File: config.mk
export PLATFORM = sky130hd
export DESIGN_NAME = bist_fault_log
export DESIGN_NICKNAME = d
export VERILOG_FILES = /design/src/rtl/bist_pkg.sv /design/src/rtl/fault_addr_cam.sv /design/src/rtl/bist_fault_log.sv
export SDC_FILE = /design/constraint.sdc
export NUM_CORES = 1
export LEC_CHECK = 0
export CAP_MARGIN = 15
export CORE_MARGIN = 2
export CORE_UTILIZATION = 53
export DETAILED_ROUTE_END_ITERATION = 6
export PLACE_DENSITY = 0.76
export SETUP_SLACK_MARGIN = 0.4
export SYNTH_ARGS = -nofsm -noshare
export SYNTH_HDL_FRONTEND = slang
export SYNTH_HIERARCHICAL = 1
export SYNTH_SLANG_ARGS = --single-unit
File: constraint.sdc
create_clock -name clk -period 8 [get_ports clk]
set_input_delay 2.4 -clock clk [delete_from_list [all_inputs] [get_ports clk]]
set_output_delay 2.4 -clock clk [all_outputs]
set_load 0.02 [all_outputs]
File: src/rtl/bist_pkg.sv
// Shared BIST definitions: fault class codes, log entry metadata and helpers.
package bist_pkg;

   localparam int unsigned FAULT_TYPE_W = 3;
   localparam int unsigned HITS_W       = 4;
   localparam logic [HITS_W-1:0] HITS_MAX = '1;

   typedef enum logic [FAULT_TYPE_W-1:0] {
      FAULT_NONE        = 3'd0,
      FAULT_STUCK_AT_0  = 3'd1,
      FAULT_STUCK_AT_1  = 3'd2,
      FAULT_TRANSITION  = 3'd3,
      FAULT_COUPLING    = 3'd4,
      FAULT_ADDR_DECODE = 3'd5,
      FAULT_UNKNOWN     = 3'd6
   } fault_type_e;

   typedef struct packed {
      fault_type_e           ftype;
      logic [HITS_W-1:0]     hits;
   } log_meta_t;

   // Hit counter increment that holds at the maximum.
   function automatic logic [HITS_W-1:0] hits_sat_inc(input logic [HITS_W-1:0] h);
      return (h == HITS_MAX) ? h : h + HITS_W'(1);
   endfunction

endpackage

File: src/rtl/fault_addr_cam.sv
// Parallel address compare over all log slots; popped head slot is masked out.
module fault_addr_cam #(
   parameter int unsigned DEPTH = 8,
   parameter int unsigned AW    = 10
) (
   input  logic [AW-1:0]             i_addr,
   input  logic [DEPTH-1:0][AW-1:0]  i_tags,
   input  logic [DEPTH-1:0]          i_valid,
   input  logic [DEPTH-1:0]          i_excl,
   output logic [DEPTH-1:0]          o_hit_c,
   output logic                      o_any_hit_c
);

   always_comb begin
      o_hit_c = '0;
      for (int i = 0; i < int'(DEPTH); i++) begin
         o_hit_c[i] = i_valid[i] & ~i_excl[i] & (i_tags[i] == i_addr);
      end
   end

   assign o_any_hit_c = |o_hit_c;

endmodule

File: src/rtl/bist_fault_log.sv
// Failure-capture log behind the memory BIST: merges repeat addresses, FIFO readout,
// saturating event/drop counters and a spare-row repairability flag.
module bist_fault_log
   import bist_pkg::*;
#(
   parameter int unsigned ADDR_WIDTH = 10,
   parameter int unsigned DATA_WIDTH = 32,
   parameter int unsigned LOG_DEPTH  = 8,
   parameter int unsigned SPARE_ROWS = 4,
   parameter int unsigned CNT_WIDTH  = 16
) (
   input  logic                           clk,
   input  logic                           rst_n,
   input  logic                           clear,
   input  logic                           fault_valid,
   input  logic [ADDR_WIDTH-1:0]          fault_addr,
   input  logic [DATA_WIDTH-1:0]          fault_expected,
   input  logic [DATA_WIDTH-1:0]          fault_actual,
   input  logic [FAULT_TYPE_W-1:0]        fault_type,
   output logic                           rd_valid,
   input  logic                           rd_ready,
   output logic [ADDR_WIDTH-1:0]          rd_addr,
   output logic [DATA_WIDTH-1:0]          rd_syndrome,
   output logic [FAULT_TYPE_W-1:0]        rd_type,
   output logic [HITS_W-1:0]              rd_hits,
   output logic [$clog2(LOG_DEPTH):0]     entry_count,
   output logic                           overflow,
   output logic [CNT_WIDTH-1:0]           event_count,
   output logic [CNT_WIDTH-1:0]           drop_count,
   output logic                           repairable
);

   localparam int unsigned PTR_W = $clog2(LOG_DEPTH);
   localparam int unsigned OCC_W = PTR_W + 1;
   localparam int unsigned REP_W = CNT_WIDTH + 1;

   logic [LOG_DEPTH-1:0]                   r_valid;
   logic [LOG_DEPTH-1:0][ADDR_WIDTH-1:0]   r_addr;
   logic [LOG_DEPTH-1:0][DATA_WIDTH-1:0]   r_syn;
   log_meta_t [LOG_DEPTH-1:0]              r_meta;
   logic [PTR_W-1:0]                       r_wr_ptr;
   logic [PTR_W-1:0]                       r_rd_ptr;
   logic [OCC_W-1:0]                       r_count;
   logic                                   r_overflow;
   logic [CNT_WIDTH-1:0]                   r_event_cnt;
   logic [CNT_WIDTH-1:0]                   r_drop_cnt;

   logic                                   w_pop;
   logic                                   w_full;
   logic [DATA_WIDTH-1:0]                  w_syn_in;
   logic [LOG_DEPTH-1:0]                   w_pop_mask;
   logic [LOG_DEPTH-1:0]                   w_hit;
   logic                                   w_any_hit;
   logic                                   w_alloc;
   logic                                   w_drop;

   assign w_pop    = (r_count != '0) & rd_ready;
   assign w_full   = (r_count == OCC_W'(LOG_DEPTH));
   assign w_syn_in = fault_expected ^ fault_actual;

   always_comb begin
      w_pop_mask           = '0;
      w_pop_mask[r_rd_ptr] = w_pop;
   end

   fault_addr_cam #(
      .DEPTH (LOG_DEPTH),
      .AW    (ADDR_WIDTH)
   ) u_cam (
      .i_addr      (fault_addr),
      .i_tags      (r_addr),
      .i_valid     (r_valid),
      .i_excl      (w_pop_mask),
      .o_hit_c     (w_hit),
      .o_any_hit_c (w_any_hit)
   );

   // A pop frees the head slot this cycle, so a full log can still accept a new address.
   assign w_alloc = fault_valid & ~w_any_hit & (~w_full | w_pop);
   assign w_drop  = fault_valid & ~w_any_hit & w_full & ~w_pop;

   always_ff @(posedge clk or negedge rst_n) begin
      if (!rst_n) begin
         r_valid     <= '0;
         r_addr      <= '0;
         r_syn       <= '0;
         r_meta      <= '0;
         r_wr_ptr    <= '0;
         r_rd_ptr    <= '0;
         r_count     <= '0;
         r_overflow  <= 1'b0;
         r_event_cnt <= '0;
         r_drop_cnt  <= '0;
      end else if (clear) begin
         r_valid     <= '0;
         r_addr      <= '0;
         r_syn       <= '0;
         r_meta      <= '0;
         r_wr_ptr    <= '0;
         r_rd_ptr    <= '0;
         r_count     <= '0;
         r_overflow  <= 1'b0;
         r_event_cnt <= '0;
         r_drop_cnt  <= '0;
      end else begin
         if (fault_valid && (r_event_cnt != '1)) begin
            r_event_cnt <= r_event_cnt + CNT_WIDTH'(1);
         end
         if (w_drop) begin
            r_overflow <= 1'b1;
            if (r_drop_cnt != '1) begin
               r_drop_cnt <= r_drop_cnt + CNT_WIDTH'(1);
            end
         end
         for (int i = 0; i < int'(LOG_DEPTH); i++) begin
            if (fault_valid && w_hit[i]) begin
               r_syn[i]       <= r_syn[i] | w_syn_in;
               r_meta[i].hits <= hits_sat_inc(r_meta[i].hits);
            end
         end
         if (w_pop) begin
            r_valid[r_rd_ptr] <= 1'b0;
            r_rd_ptr          <= r_rd_ptr + PTR_W'(1);
         end
         // Allocation follows the pop so a full-log swap leaves the slot valid.
         if (w_alloc) begin
            r_valid[r_wr_ptr]      <= 1'b1;
            r_addr[r_wr_ptr]       <= fault_addr;
            r_syn[r_wr_ptr]        <= w_syn_in;
            r_meta[r_wr_ptr].ftype <= fault_type_e'(fault_type);
            r_meta[r_wr_ptr].hits  <= HITS_W'(1);
            r_wr_ptr               <= r_wr_ptr + PTR_W'(1);
         end
         r_count <= r_count + OCC_W'(w_alloc) - OCC_W'(w_pop);
      end
   end

   assign rd_valid    = (r_count != '0);
   assign rd_addr     = r_addr[r_rd_ptr];
   assign rd_syndrome = r_syn[r_rd_ptr];
   assign rd_type     = r_meta[r_rd_ptr].ftype;
   assign rd_hits     = r_meta[r_rd_ptr].hits;
   assign entry_count = r_count;
   assign overflow    = r_overflow;
   assign event_count = r_event_cnt;
   assign drop_count  = r_drop_cnt;

   assign repairable  = (REP_W'(r_count) + REP_W'(r_drop_cnt)) <= REP_W'(SPARE_ROWS);

endmodule
# Word-level counts from Yosys, hierarchy flattened
# Cells that the tools add are included.
# word_totals
ff_bits	443
latch_bits	0
mem_bits_rw	0
romBits	0
input_bits	82
output_inout_bits	88
n_memories	0
# op_classes
add_sub_neg	15
n_mul	0
div_mod_pow	0
magnitude_cmp	5
n_eq_ne	19
shifts	0
muxes	84
n_bitwise	46
n_reduce_logical	19
# ops
cell	n
32-bit 2-to-1 mux	18
256-bit 2-to-1 mux	2
256-bit bitwise mux	1
32-bit bitwise OR	8
80-bit 2-to-1 mux	2
56-bit bitwise mux	2
56-bit 2-to-1 mux	2
4-bit 2-to-1 mux	26
32-bit binary-select mux with 3-bit select	1
32-bit demux with 3-bit select	1
80-bit bitwise mux	1
10-bit equality test	8
16-bit 2-to-1 mux	5
7-bit demux with 3-bit select	2
4-bit equality test, second input constant	9
16-bit by 1-bit adder with 16-bit output, second input constant	2
4-bit by 1-bit adder with 4-bit output, second input constant	8
8-bit 2-to-1 mux	4
16-bit != test, second input constant	2
32-bit bitwise XOR	1
10-bit binary-select mux with 3-bit select	1
10-bit demux with 3-bit select	1
1-bit AND	21
7-bit binary-select mux with 3-bit select	1
22 further kinds	59

# Logic depth before layout (Yosys ltp)
# logic_depth
ltp_word	15
ltp_mapped	21
ltp_nobuf	21

# By module
# Netlist, hierarchy kept.
# by_module_without_submodules
mod	n_inst	cells_each	area_per_inst_um2
bist_fault_log	1	1940	20587.2
fault_addr_cam	1	133	1113.6

# Least setup slack after synthesis
# Ideal clock, no wire load.
# synth_timing
path_type	input to register
from	input port rd_ready
to	register r_count[2], in the netlist entry_count[2]
setup_ps	132
arrival_time_ps	5175
path_slack_ps	2693
path_stages	17
path_cell_list	nand2_1 -> inv_1 -> and2_1 -> and2b_2 -> nand4_1 -> nor3_2 -> nor4_1 -> nand2_1 -> nand2b_1 -> a31oi_1 -> inv_1 -> ha_1 -> inv_1 -> ha_1 -> fa_1 -> xnor2_1 -> nor2_1
# synth_via
elab_chain_cells	12
elab_cells_between_ends	34
# synth_rtl
element	line_no	rtl
from (decl)	bist_fault_log.sv:21	input logic rd_ready,
1-bit AND	bist_fault_log.sv:57	assign w_pop = (r_count != '0) & rd_ready;
8-bit AND (no source line)	n/a	
named net w_pop_mask[2]	bist_fault_log.sv:51	logic [LOG_DEPTH-1:0] w_pop_mask;
1-bit inverter	fault_addr_cam.sv:17	o_hit_c[i] = i_valid[i] & ~i_excl[i] & (i_tags[i] == i_addr);
1-bit AND (2 in a row)	fault_addr_cam.sv:17	
named net w_hit[2]	bist_fault_log.sv:52	logic [LOG_DEPTH-1:0] w_hit;
8-bit OR reduction	fault_addr_cam.sv:21	assign o_any_hit_c = |o_hit_c;
named net w_any_hit	bist_fault_log.sv:53	logic w_any_hit;
1-bit inverter	bist_fault_log.sv:79	assign w_alloc = fault_valid & ~w_any_hit & (~w_full | w_pop);
1-bit AND (2 in a row)	bist_fault_log.sv:79	
4-bit by 1-bit adder with 4-bit output	bist_fault_log.sv:134	r_count <= r_count + OCC_W'(w_alloc) - OCC_W'(w_pop);
4-bit by 1-bit subtractor with 4-bit output	bist_fault_log.sv:134	
4-bit 2-to-1 mux	bist_fault_log.sv:94	end else if (clear) begin
to (signal assigned)	bist_fault_log.sv:134	
to (decl)	bist_fault_log.sv:43	logic [OCC_W-1:0] r_count;
# The timed path passes the listed nets, and every way through them passes these cells.
# A chain may end at the register's enable or synchronous reset.

# Final worst setup path
# layout_timing
from	register r_rd_ptr[0]
to	output port rd_hits[0]
# layout_via
elab_chain_cells	2
# layout_rtl
element	line_no	rtl
from (decl)	bist_fault_log.sv:42	logic [PTR_W-1:0] r_rd_ptr;
from (signal assigned)	bist_fault_log.sv:123	r_rd_ptr <= r_rd_ptr + PTR_W'(1);
7-bit binary-select mux with 3-bit select	bist_fault_log.sv:142	assign rd_hits = r_meta[r_rd_ptr].hits;
7-bit 2-to-1 mux (not written as such)	bist_fault_log.sv:142	
to (decl)	bist_fault_log.sv:25	output logic [HITS_W-1:0] rd_hits,
# No other way between the ends. The select of a mux whose other input is x is not followed.

==> metrics.csv <==
stage;metric;value;unit
logic_synthesis;Seq/Total Area, Yosys;51.1;%
setup_path;Max stage delay on crit path;0.68;ns
finish;area occupied by multi-input gates;9860;um2
cts;CTS Buffer Depth;3;
setup_path;Slowest-stage cell, CP;nor2b_4;
logic_synthesis;cell taking the most area after synthesis;dfrtp_1;
finish;fill count;3203;
die;Core Region;40600;um2
setup_path;Critical Path RT;5.60;ns
finish;final net count;2275;
setup_path;Worst setup endpoint;rd_hits[0];
die;die width;206;um
die;Initial Util;53.4;%
timing;setup_tns;0;ns
power;Cell Int Power;4.11;mW
status;outcome;finished, final reports clean;
routing;routed wire length;68.8;mm
cts;CTS H-tree lvls;2;
setup_path;worst-path cell chain;buf_4, nor2b_1, nor2b_4, buf_4, a222oi_1, nand3_1, clkdlybuf4s50_1;
cts;TritonCTS Buffers;48;
routing;DRC;0;
routing;DR vias;18437;
timing;achievable frequency;0.156;GHz
die;Ports;170;
power;Power Density;237;nW/um2
logic_synthesis;post-synth top area share;51.1;%
min_path;Hold WC Path Type;reg -> reg;
logic_synthesis;Post-synth EDFFs;0;
setup_path;crit end category;output port;
logic_synthesis;Syn. warnings;6;
setup_path;Reg2Reg Depth;16;
timing;Final Slew Violations;0;
placement;DP Cell Count;2650;
cts;Post-CTS Setup Bufs;0;
die;# rows;74;
setup_path;R2R Path Start;r_rd_ptr[0];
cts;CTS clk-pin slew, worst paths;0.06;ns
setup_path;Critical Path Most Common Cell;buf_4;
power;Worst VDD drop;175;uV
setup_path;Worst Setup Start Kind;register;
logic_synthesis;Net Count, Synth;2179;
die;Die H;206;um
global_route;Remaining Overflow, GRT;0;
cts;Sink Count;443;
finish;post-layout util;62.5;%
logic_synthesis;Post-Syn Instances;2073;
global_route;first-pass GRT wire length;107;mm
power;Clk pwr share;37.0;%
timing;Tcrit/Tclk final;79.9;%
timing;Final Hold Violating Endpoints;0;
cts;# hold bufs at CTS;0;
global_route;initial antenna violation count;0;
timing;Layout Skew;0.0209;ns
logic_synthesis;async set-reset flop share out of synthesis;100;%
power;Sw Pwr;1.91;mW
finish;Finished Layout Cells;2737;
placement;dpl hpwl;41.1;mm
run;total of max-cap violations;0;
logic_synthesis;syn_area_per_cell;10.5;um2
routing;DRT Pass-1 Iters;6;
cts;CTS tree;built;
setup_path;worst-path maximum fanout;25;
timing;Slew HR;27.6;%
placement;placer congestion estimate;0.954;
logic_synthesis;Cell variety after synth;64;
die;die area;42600;um2
routing;Routed Antenna Nets;0;
placement;# port buffers;169;
min_path;hold_sp;r_syn[89];
setup_path;crit path from;r_rd_ptr[0];
global_route;vias in the first global route;18542;
global_route;gr usage total;32.6;%
logic_synthesis;Synth Register Bits;443;
power;switching fraction of total power;31.8;%
routing;vias per cell;6.74;
cts;Root Buffer;clkbuf_16;
power;register share of total power;40.5;%
logic_synthesis;Mapped Area;21700;um2
power;part of the power in combinational logic;22.5;%
timing;Final Critical Period;6.39;ns
finish;synthesis-to-finish area growth;17.0;%
setup_path;crit path kind;reg -> out;
logic_synthesis;Area contributors post-synth;dfrtp_1 51%, a22o_1 11%, xnor2_1 5.4%;
setup_path;reg-to-reg slack, setup;2.47;ns
setup_path;r2r endpoint;r_syn[0];
routing;wire length per cell;25.1;um
logic_synthesis;top_reg_cell synth;dfrtp_1;
finish;fraction of layout cells with a size suffix above 1;8.66;%
timing;Final setup viols;0;
timing;Slew @ Worst Pin;1.08;ns
finish;Register Area;11100;um2
global_route;pin count of the biggest net entering global routing;178;
routing;initial DRC count;2349;
cts;post-CTS sizing;0;
cts;worst skew pair latency;0.60;ns
setup_path;worst path arrival time;3.99;ns
power;leakage power;10.8;nW
finish;n_diodes;0;
timing;RSZ-0062 raised after global routing;false;
critical path, delay by kind of cell, from the launching register on:
| kind | cells | cell delay [ns] |
|---|---|---|
| AO/OA/AOI/OAI | 1 | 0.22 |
| buffers and inverters | 3 | 1.48 |
| flip-flops | 1 | 0.40 |
| AND/OR/NAND/NOR | 3 | 1.27 |
power by group through the flow:
stage / registers [mW] / clock network [mW] / logic [mW]
after detailed placement: 2.47 / 0 / 1.32
after global routing: 2.45 / 2.34 / 1.42
after CTS: 2.43 / 2.24 / 1.33
after floorplan: 2.45 / 0 / 0.741
after global placement: 2.47 / 0 / 1.29
final: 2.44 / 2.23 / 1.35
logic make-up after synthesis:
family	Yosys count	synth area share [%]
AOI/OAI and AO/OA	634	22.6
and+or+nand+nor	586	12.7
DFF	443	51.1
buffers and inverters	191	3.84
xor gates and xnor gates	146	5.89
muxes	49	2.38
adders and majority gates	24	1.45
sequential cells by signal (all words and copies together) (netlist names):
register     flops
r_addr          80
r_wr_ptr         3
r_syn          256
r_rd_ptr         3
drop_count      16
r_valid          8
entry_count      4
overflow         1
event_count     16
r_meta          56
cells in the final DEF, fill, tap and decap left out, types with 22 or more instances in the layout:
master           count
nand4_1             29
clkbuf_16           49
a22o_1             262
nand2_1            234
mux2i_1             28
a22oi_1            130
dfrtp_1            442
nor2_1             114
ha_1                22
clkdlybuf4s50_1    167
a21oi_1            122
nand3_1             69
buf_4               47
xnor2_1            135
a222oi_1            32
cell type report:
type                    count  area share, %
multi-input cells        1439           38.8
clock buffers              73           5.70
flip-flops and latches    443           43.7
well taps                 532           2.62
inverters                  16          0.237
repair buffers            221           8.45
clock inverters            13          0.493
synthesized netlist by cell type, types with 13 or more instances:
| cell type | instances |
|---|---|
| buf_2 | 21 |
| xnor2_1 | 135 |
| a21oi_1 | 122 |
| a31oi_1 | 18 |
| inv_1 | 15 |
| nand2b_1 | 20 |
| mux2i_1 | 28 |
| o21ai_0 | 13 |
| nand3_1 | 69 |
| a22o_1 | 262 |
| a22oi_1 | 130 |
| a222oi_1 | 32 |
| nand4_1 | 29 |
| nor3_1 | 19 |
| nor2_1 | 122 |
| nor2b_1 | 24 |
| mux2_2 | 21 |
| clkbuf_1 | 133 |
| nand2_1 | 234 |
| dfrtp_1 | 443 |
| ha_1 | 22 |
routing by layer:
metal	global-route usage, %	routed length, um	share of wire (%)	up-vias
met3	5.09	6730	9.8	219
met5	0	0	0	-
li1	-	-	-	7822
met1	44.1	27200	39	9258
met4	17.3	3380	4.9	0
met2	50.8	31600	46	1138
stage by stage:
step | worst slack [ns] | area [um2] | total power [mW] | hold WS, ns
finish | 1.61 | 25400 | 6.02 | 0.506
detailed placement | 1.45 | 23800 | 3.79 | 0.490
CTS | 1.68 | 25400 | 6.00 | 0.506
global placement | 1.49 | 23800 | 3.76 | 0.482
floorplan | 2.69 | 21700 | 3.19 | 0.467
global route | 1.56 | 25400 | 6.21 | 0.515
worst min path at each step:
stage / cells past startpoint / endpoint
final: 1 / r_syn[89]
after global routing: 1 / r_syn[63]
after CTS: 1 / r_syn[99]
after detailed placement: 1 / r_syn[103]
after global placement: 1 / r_syn[103]
after floorplan: 1 / r_syn[252]
Power figures use the tool's default switching activity.
==> variant, RTL diff (same settings) <==
Reset style: synchronous (`rst_n`), changed in one clocked block.
--- a/src/rtl/bist_fault_log.sv
+++ b/src/rtl/bist_fault_log.sv
@@ -79,7 +79,7 @@
    assign w_alloc = fault_valid & ~w_any_hit & (~w_full | w_pop);
    assign w_drop  = fault_valid & ~w_any_hit & w_full & ~w_pop;
 
-   always_ff @(posedge clk or negedge rst_n) begin
+   always_ff @(posedge clk) begin
       if (!rst_n) begin
          r_valid     <= '0;
          r_addr      <= '0;
Behaviour: not the same (Yosys sat finds a counterexample within 4 cycles, from zero or initial values and one cycle with rst_n low; the reset may be asserted at any time).
==> variant against the original RTL <==
  * Wire length decreased by 11%
  * Final cell count increased by 4.9%
  * Critical path depth decreased by 1
  * Area after synthesis decreased by 3.4%
  * Register-to-register slack improved by 0.51 ns
  * Setup slack improved by 0.23 ns
  * Design area decreased by 4.0%
  * Sequential cell count unchanged
  * Highest routed layer unchanged
Power is not compared: it rests on default switching activity, and its combinational part moved more than twofold at a synthesized area within 25%.
==> variant: results (changes against the original RTL) <==
status: "complete, no violations"  # unchanged
grt_pass1_wl_um: 96190  # was 107000 um
gp_congestion: 0.9422  # was 0.9537
antenna_cells: 0  # unchanged
power_frac_comb_pct: 9.4
drive_gt1_share_pct: 10.54  # was 8.662%
async_flop_share_pct: 0  # was 100.0%
tightest_slew_ns: 1.034  # was 1.083 ns
p_leak_nw: 8.235
grt_max_degree: 117  # was 178
dpl-instance-area_sq_um: 22680  # was 23800 sq um
hold_end: "r_meta[47]"  # was r_syn[89]
drt_iter0_markers: 1655  # was 2349
yosysSeqAreaShare_pct: 42.29  # was 51.08%
clk_latency_ns: 0.58  # was 0.60 ns
syn_nets: 2347  # was 2179
rr_endpoint: "r_syn[41]"  # was r_syn[0]
reg2reg_from: "r_rd_ptr[0]"  # unchanged
power_mw: 5.029
yosys.cell_types.count: 68  # was 64
clkSlewWorstSetupHoldPaths_ns: 0.06  # about the same
skew_ns: 0.02512  # was 0.02089 ns
firstDrtPassIters: 5  # was 6
dp_hpwl_um: 38260  # was 41120 um
fin_nets: 2421  # was 2275
vias: 18186  # was 18.44k
timing.reg2reg.setup_slack_ns: 2.98  # was 2.47 ns
critPathArrivalTime_ns: 3.76  # was 3.99 ns
synthTopCellsByArea: "dfxtp_1 42%, a22o_1 9.9%, xnor2_1 5.8%, nand2_1 4.7%, a21oi_1 4.3%"  # was dfrtp_1 51%, a22o_1 11%, xnor2_1 5.4%, a22oi_1 4.5%, nand2_1 4.0%
wirelength_um: 61440  # was 68820 um
min_from: "r_meta[47]"  # was r_syn[89]
cts_max_path_buffers: 3  # unchanged
cts_resized: 0  # unchanged
cts_buffers: 46  # was 48
met3_usage_pct: 3.579  # was 5.093%
ff2ff_path_depth: 14  # was 16
grt_util_met2_pct: 48.46  # was 50.77%
holdBufCountCts: 0  # unchanged
critPathSlowestCell: "clkdlybuf4s50_1"  # was nor2b_4
synth_top_flop_cell: "dfxtp_1"  # was dfrtp_1
holdPathStages: 2  # was 1
yosys_warnings: 6  # unchanged
grt_use_total_pct: 28.93  # was 32.59%
worstPathMaxFanout: 88  # was 25
ys_top_cells_by_count: "443 x dfxtp_1, 263 x nand2_1, 238 x a22o_1, 179 x a21oi_1, 153 x nor2_1"  # was 443 x dfrtp_1, 262 x a22o_1, 234 x nand2_1, 135 x xnor2_1, 133 x clkbuf_1
use_met1_pct: 37.89  # was 44.13%
grt_pass1_vias: 17341  # was 18.54k
antenna_left: 0  # unchanged
==> variant: cells by family (layout without fill, tap and decap cells) <==
group | after synthesis | count (layout) | share of synthesized area [%]
mux | 158 | 158 | 8.305
flops | 443 | 443 | 42.29
compound gates | 645 | 645 | 22.61
simple gates | 617 | 617 | 13.99
xor+xnor | 152 | 152 | 6.348
fa+ha+maj | 24 | 24 | 1.504
buf+inv | 202 | 313 | 4.952
==> variant: area by class of cell <==
class / count / area (sq um)
flip-flops and latches: 443 / 8880
multi-input cells: 1596 / 11080
inverters: 15 / 56.30
clock inverters: 24 / 306.5
well taps: 518 / 648.1
clock buffers: 61 / 1350
repair buffers: 213 / 2052
fillers: 3181 / 14450
==> variant: worst max-delay path by stage <==
stage                      endpoint  cells past startpoint     startpoint  slack, ns
floorplan            entry_count[2]                     19       rd_ready       2.74
global placement          r_syn[40]                     12  fault_addr[7]       1.52
detailed placement        r_syn[38]                     12  fault_addr[7]       1.49
CTS                 rd_syndrome[10]                      6    r_rd_ptr[0]       1.87
global route        rd_syndrome[22]                      6    r_rd_ptr[0]       1.74
finish              rd_syndrome[31]                      6    r_rd_ptr[0]       1.84
==> variant: stage by stage <==
step	hold WS, ns	worst slack (ns)	std cells	utilization [%]
finish	0.4526	1.836	2870	62.78
floorplan	0.4315	2.740	2241	-
CTS	0.4550	1.868	2867	62.68
global route	0.4741	1.742	2870	62.78
detailed placement	0.4470	1.493	2782	58.41
global placement	0.4391	1.516	2782	58.41
==> variant: routing by layer <==
layer	part of all wire [%]	wire (um)
met5	0	0
met4	3.7	2250
met3	7.1	4382
met2	48	29280
met1	42	25530
==> variant: worst min-delay path, stage by stage (launching register included) <==
cell and delay, ns:
dfxtp_1 0.31, nand2_1 0.05, a21oi_1 0.05
